File: config.mk
export PLATFORM = sky130hd
export DESIGN_NAME = dark_fetch_initiator_flat
export DESIGN_NICKNAME = d
export VERILOG_FILES = /design/src/rtl/dark_pkg.sv /design/src/rtl/darkbus.sv /design/src/rtl/dark_fetch_fifo.sv /design/src/rtl/dark_fetch_initiator.sv /design/src/flat_wrapper.sv
export SDC_FILE = /design/constraint.sdc
export NUM_CORES = 1
export LEC_CHECK = 0
export BUFFER_PORTS_ARGS = -buffer_cell sky130_fd_sc_hd__buf_2
export CAP_MARGIN = 20
export CORE_MARGIN = 3
export CORE_UTILIZATION = 61
export CTS_CLUSTER_SIZE = 28
export DETAILED_ROUTE_END_ITERATION = 6
export GPL_TIMING_DRIVEN = 0
export PLACE_DENSITY = 0.83
export SLEW_MARGIN = 10
export SYNTH_ARGS = -nofsm -noshare
export SYNTH_HDL_FRONTEND = slang
export SYNTH_SLANG_ARGS = --single-unit
File: constraint.sdc
create_clock -name XCLK -period 8.1 [get_ports XCLK]
set_clock_uncertainty 0.1 [all_clocks]
set_input_delay 0.405 -clock XCLK [delete_from_list [all_inputs] [get_ports XCLK]]
set_output_delay 0.405 -clock XCLK [all_outputs]
set_load 0.005 [all_outputs]
File: src/rtl/dark_pkg.sv
// Shared darkbus fetch types.
//   word_t         32-bit machine word
//   NOP_INSN       word shown on the fetch output while the prefetch FIFO is empty
//   fetch_entry_t  one prefetch FIFO slot: {pc, insn}
//   pc_align       clears the byte-offset bits of a fetch address
package dark_pkg;

  typedef logic [31:0] word_t;

  localparam word_t NOP_INSN = 32'h0000_0013;

  typedef struct packed {
    word_t pc;
    word_t insn;
  } fetch_entry_t;

  function automatic word_t pc_align(input word_t pc);
    return pc & ~word_t'(3);
  endfunction

endpackage

File: src/rtl/darkbus.sv
// darkbus: single-beat request/response bus with fixed 1-cycle response latency.
//   addr[31:0]  producer -> consumer  request address
//   en          producer -> consumer  request strobe
//   data[31:0]  consumer -> producer  response word
//   valid       consumer -> producer  response strobe (en delayed one cycle)
// Modports: prod (fetch initiator side), cons (responder side).
interface darkbus;
  import dark_pkg::*;

  word_t addr;
  logic  en;
  word_t data;
  logic  valid;

  modport prod (output addr, output en, input data, input valid);
  modport cons (input addr, input en, output data, output valid);

endinterface

File: src/rtl/dark_fetch_fifo.sv
// Prefetch FIFO holding {pc, insn} entries for the core front end.
//   clk, rst_n  clock / async active-low reset
//   push        write push_data at the tail
//   push_data   entry to write
//   pop         remove the head (ignored when empty)
//   flush       empty the FIFO; wins over push and pop in the same cycle
//   count       current occupancy, 0..DEPTH
//   head        head entry; {last shown pc, NOP_INSN} while empty
//   empty/full  occupancy flags
module dark_fetch_fifo
  import dark_pkg::*;
#(
  parameter int    DEPTH    = 4,
  parameter word_t RESET_PC = 32'h0000_0000
) (
  input  logic                         clk,
  input  logic                         rst_n,
  input  logic                         push,
  input  fetch_entry_t                 push_data,
  input  logic                         pop,
  input  logic                         flush,
  output logic [$clog2(DEPTH+1)-1:0]   count,
  output fetch_entry_t                 head,
  output logic                         empty,
  output logic                         full
);

  localparam int CW = $clog2(DEPTH + 1);
  localparam int PW = (DEPTH > 1) ? $clog2(DEPTH) : 1;

  fetch_entry_t    mem_q [DEPTH];
  fetch_entry_t    mem_d [DEPTH];
  logic [PW-1:0]   rd_q, rd_d;
  logic [PW-1:0]   wr_q, wr_d;
  logic [CW-1:0]   cnt_q, cnt_d;
  word_t           last_pc_q, last_pc_d;
  logic            do_pop;

  // Explicit wrap so non-power-of-two depths work.
  function automatic logic [PW-1:0] ptr_inc(input logic [PW-1:0] p);
    return (p == PW'(DEPTH - 1)) ? '0 : p + 1'b1;
  endfunction

  assign count  = cnt_q;
  assign empty  = (cnt_q == '0);
  assign full   = (cnt_q == CW'(DEPTH));
  assign do_pop = pop && !empty;

  // While empty the pc output keeps the last head the core saw.
  assign head = empty ? '{pc: last_pc_q, insn: NOP_INSN} : mem_q[rd_q];

  always_comb begin
    mem_d     = mem_q;
    rd_d      = rd_q;
    wr_d      = wr_q;
    cnt_d     = cnt_q;
    last_pc_d = empty ? last_pc_q : mem_q[rd_q].pc;
    if (flush) begin
      rd_d  = '0;
      wr_d  = '0;
      cnt_d = '0;
    end else begin
      if (push) begin
        mem_d[wr_q] = push_data;
        wr_d        = ptr_inc(wr_q);
      end
      if (do_pop) rd_d = ptr_inc(rd_q);
      cnt_d = cnt_q + CW'(push) - CW'(do_pop);
    end
  end

  always_ff @(posedge clk or negedge rst_n) begin
    if (!rst_n) begin
      rd_q      <= '0;
      wr_q      <= '0;
      cnt_q     <= '0;
      last_pc_q <= RESET_PC;
    end else begin
      rd_q      <= rd_d;
      wr_q      <= wr_d;
      cnt_q     <= cnt_d;
      last_pc_q <= last_pc_d;
    end
  end

  // Storage needs no reset: it is never observed while empty.
  always_ff @(posedge clk) begin
    mem_q <= mem_d;
  end

  a_no_overflow : assert property (@(posedge clk) disable iff (!rst_n)
    !(push && full && !pop && !flush))
    else $error("dark_fetch_fifo overflow");

endmodule

File: src/rtl/dark_fetch_initiator.sv
// Instruction-fetch initiator on darkbus.
//   XCLK            clock, rising edge
//   XRES            async active-low reset
//   BUS             darkbus.prod: addr/en out, data/valid in (1-cycle responder)
//   redirect_valid  pulse: flush and restart fetch at redirect_pc
//   redirect_pc     new fetch address (low two bits ignored)
//   instr_ready     core takes the head entry
//   instr_valid     prefetch FIFO non-empty
//   instr_data      head instruction (NOP while empty)
//   instr_pc        head pc (last head pc while empty)
// Issue is credit based: a request is only sent when the FIFO is guaranteed
// to have room for its response, so the response path never back-pressures.
module dark_fetch_initiator
  import dark_pkg::*;
#(
  parameter int    DEPTH    = 4,
  parameter word_t RESET_PC = 32'h0000_0000
) (
  input  logic  XCLK,
  input  logic  XRES,
  darkbus.prod  BUS,
  input  logic  redirect_valid,
  input  word_t redirect_pc,
  input  logic  instr_ready,
  output logic  instr_valid,
  output word_t instr_data,
  output word_t instr_pc
);

  localparam int CW = $clog2(DEPTH + 1);

  word_t         fetch_pc_q, fetch_pc_d;
  word_t         req_pc_q,   req_pc_d;
  logic          inflight_q, inflight_d;
  logic          drop_q,     drop_d;

  logic [CW-1:0] fifo_count;
  fetch_entry_t  fifo_head;
  logic          fifo_empty, fifo_full;
  logic          fifo_push, fifo_pop;
  logic [CW:0]   credit_used;
  logic          issue;

  // Entries held plus the one response that may still be on its way.
  assign credit_used = {1'b0, fifo_count} + {{CW{1'b0}}, inflight_q};
  assign issue       = (credit_used < (CW+1)'(DEPTH));

  // Internal state advances on 'issue'; only the bus strobe is masked by
  // reset so en reads 0 the moment XRES drops, not one edge later.
  assign BUS.en   = issue && XRES;
  assign BUS.addr = fetch_pc_q;

  // A response is stale if it answers a request issued in a redirect cycle
  // (drop_q) or arrives during the redirect cycle itself.
  assign fifo_push = BUS.valid && inflight_q && !drop_q && !redirect_valid;
  assign fifo_pop  = instr_valid && instr_ready;

  always_comb begin
    fetch_pc_d = fetch_pc_q;
    req_pc_d   = req_pc_q;
    inflight_d = issue;
    drop_d     = redirect_valid;
    if (issue) begin
      fetch_pc_d = fetch_pc_q + 32'd4;
      req_pc_d   = fetch_pc_q;
    end
    if (redirect_valid) fetch_pc_d = pc_align(redirect_pc);
  end

  always_ff @(posedge XCLK or negedge XRES) begin
    if (!XRES) begin
      fetch_pc_q <= RESET_PC;
      req_pc_q   <= RESET_PC;
      inflight_q <= 1'b0;
      drop_q     <= 1'b0;
    end else begin
      fetch_pc_q <= fetch_pc_d;
      req_pc_q   <= req_pc_d;
      inflight_q <= inflight_d;
      drop_q     <= drop_d;
    end
  end

  dark_fetch_fifo #(
    .DEPTH    (DEPTH),
    .RESET_PC (RESET_PC)
  ) u_fifo (
    .clk       (XCLK),
    .rst_n     (XRES),
    .push      (fifo_push),
    .push_data ('{pc: req_pc_q, insn: BUS.data}),
    .pop       (fifo_pop),
    .flush     (redirect_valid),
    .count     (fifo_count),
    .head      (fifo_head),
    .empty     (fifo_empty),
    .full      (fifo_full)
  );

  assign instr_valid = !fifo_empty;
  assign instr_data  = fifo_head.insn;
  assign instr_pc    = fifo_head.pc;

  a_no_issue_when_full : assert property (@(posedge XCLK) disable iff (!XRES)
    !(fifo_full && issue))
    else $error("dark_fetch_initiator issued with FIFO full");

endmodule
File: src/flat_wrapper.sv
// flat-port wrapper written by rule: the top's interface ports become plain ports
module dark_fetch_initiator_flat import dark_pkg::*;
#(
  parameter int    DEPTH    = 4,
  parameter word_t RESET_PC = 32'h0000_0000
)
  (XCLK, XRES, redirect_valid, redirect_pc, instr_ready, instr_valid, instr_data, instr_pc, BUS_addr, BUS_en, BUS_data, BUS_valid);
  darkbus BUS_i ();
  input  logic XCLK;
  input  logic XRES;
  input  logic redirect_valid;
  input  word_t redirect_pc;
  input  logic instr_ready;
  output logic instr_valid;
  output word_t instr_data;
  output word_t instr_pc;
  output wire logic [$bits(BUS_i.addr)-1:0] BUS_addr;
  output wire logic [$bits(BUS_i.en)-1:0] BUS_en;
  input wire logic [$bits(BUS_i.data)-1:0] BUS_data;
  input wire logic [$bits(BUS_i.valid)-1:0] BUS_valid;
  assign BUS_addr = BUS_i.addr;
  assign BUS_en = BUS_i.en;
  assign BUS_i.data = BUS_data;
  assign BUS_i.valid = BUS_valid;
  dark_fetch_initiator #(.DEPTH(DEPTH), .RESET_PC(RESET_PC)) u_core (.XCLK(XCLK), .XRES(XRES), .BUS(BUS_i), .redirect_valid(redirect_valid), .redirect_pc(redirect_pc), .instr_ready(instr_ready), .instr_valid(instr_valid), .instr_data(instr_data), .instr_pc(instr_pc));
endmodule
==> results.toml, run 1 <==
[setup_path]
crit_chain = "nor3_1 > buf_4 > inv_2 > clkbuf_1 > nand2_1 > nand2_1 > buf_2"
max_stage_delay_ns = 0.61
slowest_stage = "nor3_1"
start_kind = "flop"
critPathCaptureType = "primary output"
critPathBufInv = 4
crit_path_frequent_cell = "nand2_1"
worstPathMaxFanout = 10
worstPathRequired_ns = 7.60
critPathArrivalTime_ns = 2.67
criticalPathCategory = "reg -> out"
path_delay_family = "simple AND/OR/NAND/NOR gates"

[drt]
drt_first_pass_iters = 5
detail-route-antenna-nets = 0
dr_total_vias = 7818
drt-initial-drc-count = 510
drt-vias-per-instance = 5.66
route.detailed.drc = 0
post_drt_wl_per_cell_um = 19.7
finalWirelength_mm = 27.2

[timing]
timing.hold.ws_ns = 0.0185
fin_setup_tns_ns = 0
relSlewSlack_pct = 52.7
worstMarginPinSlew_ns = 0.704
max_freq_mhz = 315
slew_violations = 0
period_minus_slack_ns = 3.18
setup_violations = 0
period_share_pct = 39.2
finalHoldViolCount = 0
rsz0062_at_grt = "false"

[cells_and_area]
area_growth_pct = 18.2
drive_gt1_share_pct = 29.1
utilization_pct = 74.0
nets = 1156
multi_input_area_sq_mm = 0.00360
diodes = 0
finalInstanceArea_sq_mm = 0.0163
nFillCells = 1345
register_area_sq_mm = 0.00992

[job]
cap_violations = 0

[synth]
avgSynthCellArea_sq_um = 16.0
synth_commonest_cells = "248 x edfxtp_1, 227 x nand2_1, 99 x dfrtp_1"
synth.most_common_cell = "edfxtp_1"
synth.yosys.seq_area_share_pct = 72.1
yosys_warnings = 0
syn_area_sq_mm = 0.0138
synth_ff_type = "edfxtp_1"
synth_top_cells_by_area = "edfxtp_1 54%, dfrtp_1 18%, mux4_2 10%, nand2_1 6.2%, xnor2_1 1.6%"
ys_types = 44
yosys.area.top_type = "edfxtp_1"
synth_cells = 862
ys_seq_elements = 347
async_reset_ff_share_pct = 28.5
synth_edf_count = 248
synth_top_area_share_pct = 54.1

[grt]
grt_pass1_vias = 8153
grt_max_degree = 65
antenna_found_initial = 0
grtUsageTotal_pct = 22.9
overflow = 0
grt_first_pass_wirelength_mm = 43.2

[floorplanning]
pin_count = 167
die_w_um = 156
initial_utilization_pct = 62.6
row_count = 54
die_h_um = 156
core_sq_mm = 0.0220
dieArea_sq_mm = 0.0244

[cts]
tritoncts = "built"
clk_latency_ns = 0.50
clockBufferDepth = 3
cts_buffers = 34
clkTransAtPathRegs_ns = 0.07
cts-root-buf = "clkbuf_16"
cts_sinks = 347
post_cts_resized = 0
htreeDepth = 2

[power_and_ir_drop]
p_leak_nw = 6.28
peakVddDrop_v = 0.000198
power_density_mw_per_mm2 = 314
finalPower_mw = 5.11

[placed_design]
io_buffers = 160
routabilityCongestion = 0.860
dpl_cell_area_sq_mm = 0.0151
place_hpwl_mm = 17.4

[outcome]
status = "completed"

[hold_path]
hp-class = "in -> reg"
==> final timing paths <==
path                                                    startpoint                                       to  slack [ns]  cells past startpoint
setup / recovery                  u_core.u_fifo.count[1]$_DFF_PN0_                             instr_pc[21]        4.92                      7
hold / removal                                      redirect_pc[6]           u_core.BUS.addr[6]$_DFFE_PN0P_        0.02                      3
setup reg to reg                  u_core.u_fifo.count[1]$_DFF_PN0_         u_core.u_fifo.count[2]$_DFF_PN0_        5.01                     12
hold reg to reg            u_core.u_fifo.last_pc_q[12]$_DFFE_PN0N_  u_core.u_fifo.last_pc_q[12]$_DFFE_PN0N_        0.36                      2
max in group asynchronous                                     XRES  u_core.u_fifo.last_pc_q[27]$_DFFE_PN0N_        6.88                      3
min in group asynchronous                                     XRES          u_core.BUS.addr[16]$_DFFE_PN0P_        0.31                      2
==> what timing repair did <==
action	CTS	global route
endpoints found under the hold margin	57	0
hold buffers	10	0
buffers inserted	0	0
==> logic make-up after synthesis <==
logic type | Yosys count | share of synthesized area (%)
DFF | 347 | 72.1
and+or+nand+nor | 321 | 11.4
muxes | 66 | 10.4
buffers and inverters | 54 | 1.81
AOI/OAI and AO/OA | 33 | 1.27
xor gates and xnor gates | 30 | 1.91
adders and majority gates | 10 | 0.964
other | 1 | 0.0273
==> tightest hold or removal path: stages <==
cell and delay [ns]:
buf_2 0.08, nand2_1 0.05, o21ai_1 0.06
==> layout by cell type, fill, tap and decap left out, types with 3 or more instances in the layout <==
| cell type | netlist | layout |
|---|---|---|
| mux2i_1 | 4 | 4 |
| clkinv_1 | 0 | 5 |
| nor4_4 | 3 | 3 |
| dfrtp_1 | 99 | 99 |
| edfxtp_1 | 248 | 248 |
| buf_2 | 13 | 172 |
| or2_2 | 3 | 3 |
| xor2_1 | 5 | 5 |
| dlygate4sd3_1 | 0 | 10 |
| nor2_1 | 8 | 8 |
| o21ai_0 | 4 | 4 |
| clkbuf_1 | 24 | 31 |
| nor4b_2 | 3 | 3 |
| clkbuf_16 | 0 | 36 |
| inv_1 | 7 | 7 |
| xnor2_1 | 25 | 25 |
| conb_1 | 1 | 4 |
| and2_1 | 34 | 30 |
| buf_4 | 4 | 6 |
| and3_1 | 4 | 4 |
| nand4_1 | 4 | 4 |
| and4_1 | 4 | 4 |
| buf_16 | 0 | 3 |
| clkbuf_8 | 0 | 5 |
| nand3_1 | 5 | 5 |
| nand2_1 | 227 | 227 |
| ha_1 | 9 | 9 |
| and2_4 | 0 | 4 |
| nor3_1 | 6 | 6 |
| o21ai_1 | 24 | 24 |
| mux4_2 | 62 | 62 |
| nor4_2 | 7 | 7 |
| clkinv_2 | 0 | 3 |
==> final cells by class <==
type / instances / area share (%)
flip-flops and latches: 347 / 61.1
repair buffers: 176 / 6.36
multi-input cells: 464 / 22.2
plain buffers: 45 / 1.32
clock buffers: 48 / 6.13
clock inverters: 13 / 0.600
well taps: 280 / 2.16
inverters: 9 / 0.208
==> stage by stage <==
step,worst slack [ns],cells
floorplan,5.29,865
global placement,3.90,1305
detailed placement,5.10,1311
CTS,4.89,1382
global route,4.82,1382
finish,4.92,1382
==> power breakdown <==
part | leakage, nW | total (mW) | switching (mW) | internal (mW)
Clock | 0.534 | 1.52 | 0.627 | 0.892
Combinational | 2.29 | 1.24 | 0.705 | 0.539
Sequential | 3.46 | 2.35 | 0.164 | 2.18
==> routing by layer <==
| layer | track usage [%] | routed length, um |
|---|---|---|
| met5 | 0 | 0 |
| met3 | 4.11 | 1710 |
| met4 | 6.25 | 582 |
| met2 | 38.5 | 13700 |
| met1 | 31.6 | 11200 |
==> registers in the layout, indices dropped and copies added (netlist names) <==
register	count
u_core.u_fifo.mem_q	248
u_core.BUS.addr	30
u_core.req_pc_q	30
u_core.u_fifo.last_pc_q	30
u_core.u_fifo.count	3
u_core.u_fifo.rd_q	2
u_core.u_fifo.wr_q	2
u_core.drop_q	1
u_core.inflight_q	1
Note: power is estimated with default switching activity, not from simulation.
==> inputs of run 2 (changes only) <==
--- a/config.mk
+++ b/config.mk
@@ -8,11 +8,11 @@
 export BUFFER_PORTS_ARGS = -buffer_cell sky130_fd_sc_hd__buf_2
 export CAP_MARGIN = 20
 export CORE_MARGIN = 3
-export CORE_UTILIZATION = 61
+export CORE_UTILIZATION = 58
 export CTS_CLUSTER_SIZE = 28
 export DETAILED_ROUTE_END_ITERATION = 6
 export GPL_TIMING_DRIVEN = 0
-export PLACE_DENSITY = 0.83
+export PLACE_DENSITY = 0.8
 export SLEW_MARGIN = 10
 export SYNTH_ARGS = -nofsm -noshare
 export SYNTH_HDL_FRONTEND = slang
==> constraint.sdc (replaced) <==
create_clock -name XCLK -period 3.21 [get_ports XCLK]
set_clock_uncertainty 0.1 [all_clocks]
set_input_delay 0.1605 -clock XCLK [delete_from_list [all_inputs] [get_ports XCLK]]
set_output_delay 0.1605 -clock XCLK [all_outputs]
set_load 0.005 [all_outputs]
==> run 2 against run 1 <==
  * Routed wire length increased by 6.6%
  * Setup slack got worse by 4.7 ns
  * Design area up 4.5%
  * Combinational power rose to 2.6 times the previous value
  * Total power increased to 2.6 times the previous value
  * Critical path depth is 1 lower
  * Largest cell class unchanged
  * Die area is 5.0% higher
  * Non-clock buffer count up 55
  * Largest power group unchanged
  * Clock power rose to 2.8 times the previous value
==> results.toml, run 2 (synthesis results as in run 1) <==
[outcome]
status = "completed"

[cts]
cts-root-buf = "clkbuf_16"
tritoncts = "built"
clkTransAtPathRegs_ns = 0.06
post-cts-setup-buffer-count = 0
cts_buffers = 36
clk_latency_ns = 0.53
htreeDepth = 2
cts_sinks = 347
clockBufferDepth = 3

[placed_design]
io_buffers = 160
place_hpwl_mm = 17.4
routabilityCongestion = 0.834
dpl_cell_area_sq_mm = 0.0151

[drt]
detail-route-antenna-nets = 0
wl_met3_mm = 2.03
route.detailed.drc = 0
post_drt_wl_per_cell_um = 19.7
drt-vias-per-instance = 5.49
drt_first_pass_iters = 5
drt-initial-drc-count = 654
dr_total_vias = 8095
wl_met1_mm = 12.0
top_layer_used = "met4"
finalWirelength_mm = 29.0
met2_length_mm = 14.4

[setup_path]
worstPathRequired_ns = 2.95
start_kind = "flop"
critPathBufInv = 3
critPathCaptureType = "primary output"
max_stage_delay_ns = 0.63
crit_chain = "clkbuf_1 > clkbuf_1 > mux4_2 > nand2_1 > nand2_1 > buf_2"
slowest_stage = "clkbuf_1"
critPathArrivalTime_ns = 2.69
worstPathMaxFanout = 10
path_delay_family = "buffers and inverters"
criticalPathCategory = "reg -> out"

[grt]
overflow = 0
grt_first_pass_wirelength_mm = 47.0
antenna_found_initial = 0
grt_max_degree = 63
grt_pass1_vias = 8616
grtUsageTotal_pct = 23.3

[job]
cap_violations = 0

[timing]
max_freq_mhz = 339
fin_setup_tns_ns = 0
relSlewSlack_pct = 50.2
worstMarginPinSlew_ns = 0.747
finalHoldViolCount = 0
period_share_pct = 91.8
period_minus_slack_ns = 2.95
rsz0062_at_grt = "false"
setup_violations = 0
slew_violations = 0
timing.hold.ws_ns = 0.0176

[floorplanning]
row_count = 55
die_h_um = 160
pin_count = 167
initial_utilization_pct = 59.8
dieArea_sq_mm = 0.0256
die_w_um = 160
core_sq_mm = 0.0230

[cells_and_area]
largest_register_ffs = 248
diodes = 0
nFillCells = 1407
nets = 1213
layout_commonest_cell = "edfxtp_1"
top_register = "u_core.u_fifo.mem_q"
finalInstanceArea_sq_mm = 0.0170
layout_common_cells = "248 x edfxtp_1, 227 x nand2_1, 173 x buf_2"
area_growth_pct = 23.5
drive_gt1_share_pct = 28.6

[power_and_ir_drop]
finalPower_mw = 13.4
peakVddDrop_v = 0.000467
p_leak_nw = 6.58
power_density_mw_per_mm2 = 791

[hold_path]
hp-class = "in -> reg"
## run 2: cell count changes in the layout (fill, tap and decap cells not counted), sizes merged
| cell | delta |
|---|---|
| dlygate4sd3 | +55 |
| clkbuf | -6 |
| bufinv | +5 |
| clkinvlp | +3 |
| inv | +2 |
## run 2: cell type report
cell class | instances | area (sq um) | area share [%]
Buffer | 45 | 215 | 1.27
Clock buffer | 42 | 965 | 5.68
Clock inverter | 23 | 284 | 1.67
Inverter | 9 | 33.8 | 0.199
Multi-Input combinational cell | 464 | 3600 | 21.2
Sequential cell | 347 | 9920 | 58.4
Tap cell | 313 | 392 | 2.31
Timing Repair Buffer | 231 | 1570 | 9.22
## run 2: stage by stage
stage | util (%) | cells | setup WS (ns)
after floorplan | - | 865 | 0.444
after global placement | 65.1 | 1338 | -0.697
after detailed placement | 65.6 | 1344 | 0.350
after CTS | 73.9 | 1474 | 0.211
after global routing | 73.9 | 1474 | 0.140
final | 73.9 | 1474 | 0.262
## run 2: worst paths after layout
kind                                                         start                                 endpoint  slack, ns  cells past startpoint
setup / recovery                 u_core.u_fifo.rd_q[1]$_DFFE_PN0P_                             instr_pc[12]       0.26                      6
max in group asynchronous                                     XRES          u_core.req_pc_q[28]$_DFFE_PN0P_       2.25                      3
setup reg to reg                  u_core.u_fifo.count[1]$_DFF_PN0_         u_core.u_fifo.count[2]$_DFF_PN0_       0.38                     12
min in group asynchronous                                     XRES          u_core.BUS.addr[16]$_DFFE_PN0P_       0.05                      2
hold reg to reg            u_core.u_fifo.last_pc_q[15]$_DFFE_PN0N_  u_core.u_fifo.last_pc_q[15]$_DFFE_PN0N_       0.35                      2
hold / removal                                           BUS_valid        u_core.u_fifo.wr_q[1]$_DFFE_PN0P_       0.02                      4
## run 2: worst register-to-register path: cells and delay by family (launching register included)
| kind | cells | cell delay (ns) |
|---|---|---|
| buffers and inverters | 5 | 0.59 |
| adder cells (fa/ha/maj) | 3 | 0.79 |
| AND/OR/NAND/NOR | 3 | 0.63 |
| XOR/XNOR | 1 | 0.15 |
| flip-flops | 1 | 0.44 |
## run 2: repair_timing
item	4_1_cts	5_1_grt
hold buffers	65	0
endpoints found under the hold margin	217	0
gates resized for setup	0	0
## run 2: power by group
group / switching (mW) / total, mW / internal (mW)
registers: 0.413 / 5.92 / 5.51
logic: 1.79 / 3.19 / 1.39
clock network: 1.68 / 4.33 / 2.65
## run 2: metal layers
layer | vias up | global-route usage (%)
met1 | 4025 | 32.8
met3 | 46 | 4.44
met4 | 0 | 5.96
li1 | 3693 | -
met5 | - | 0
met2 | 331 | 38.4
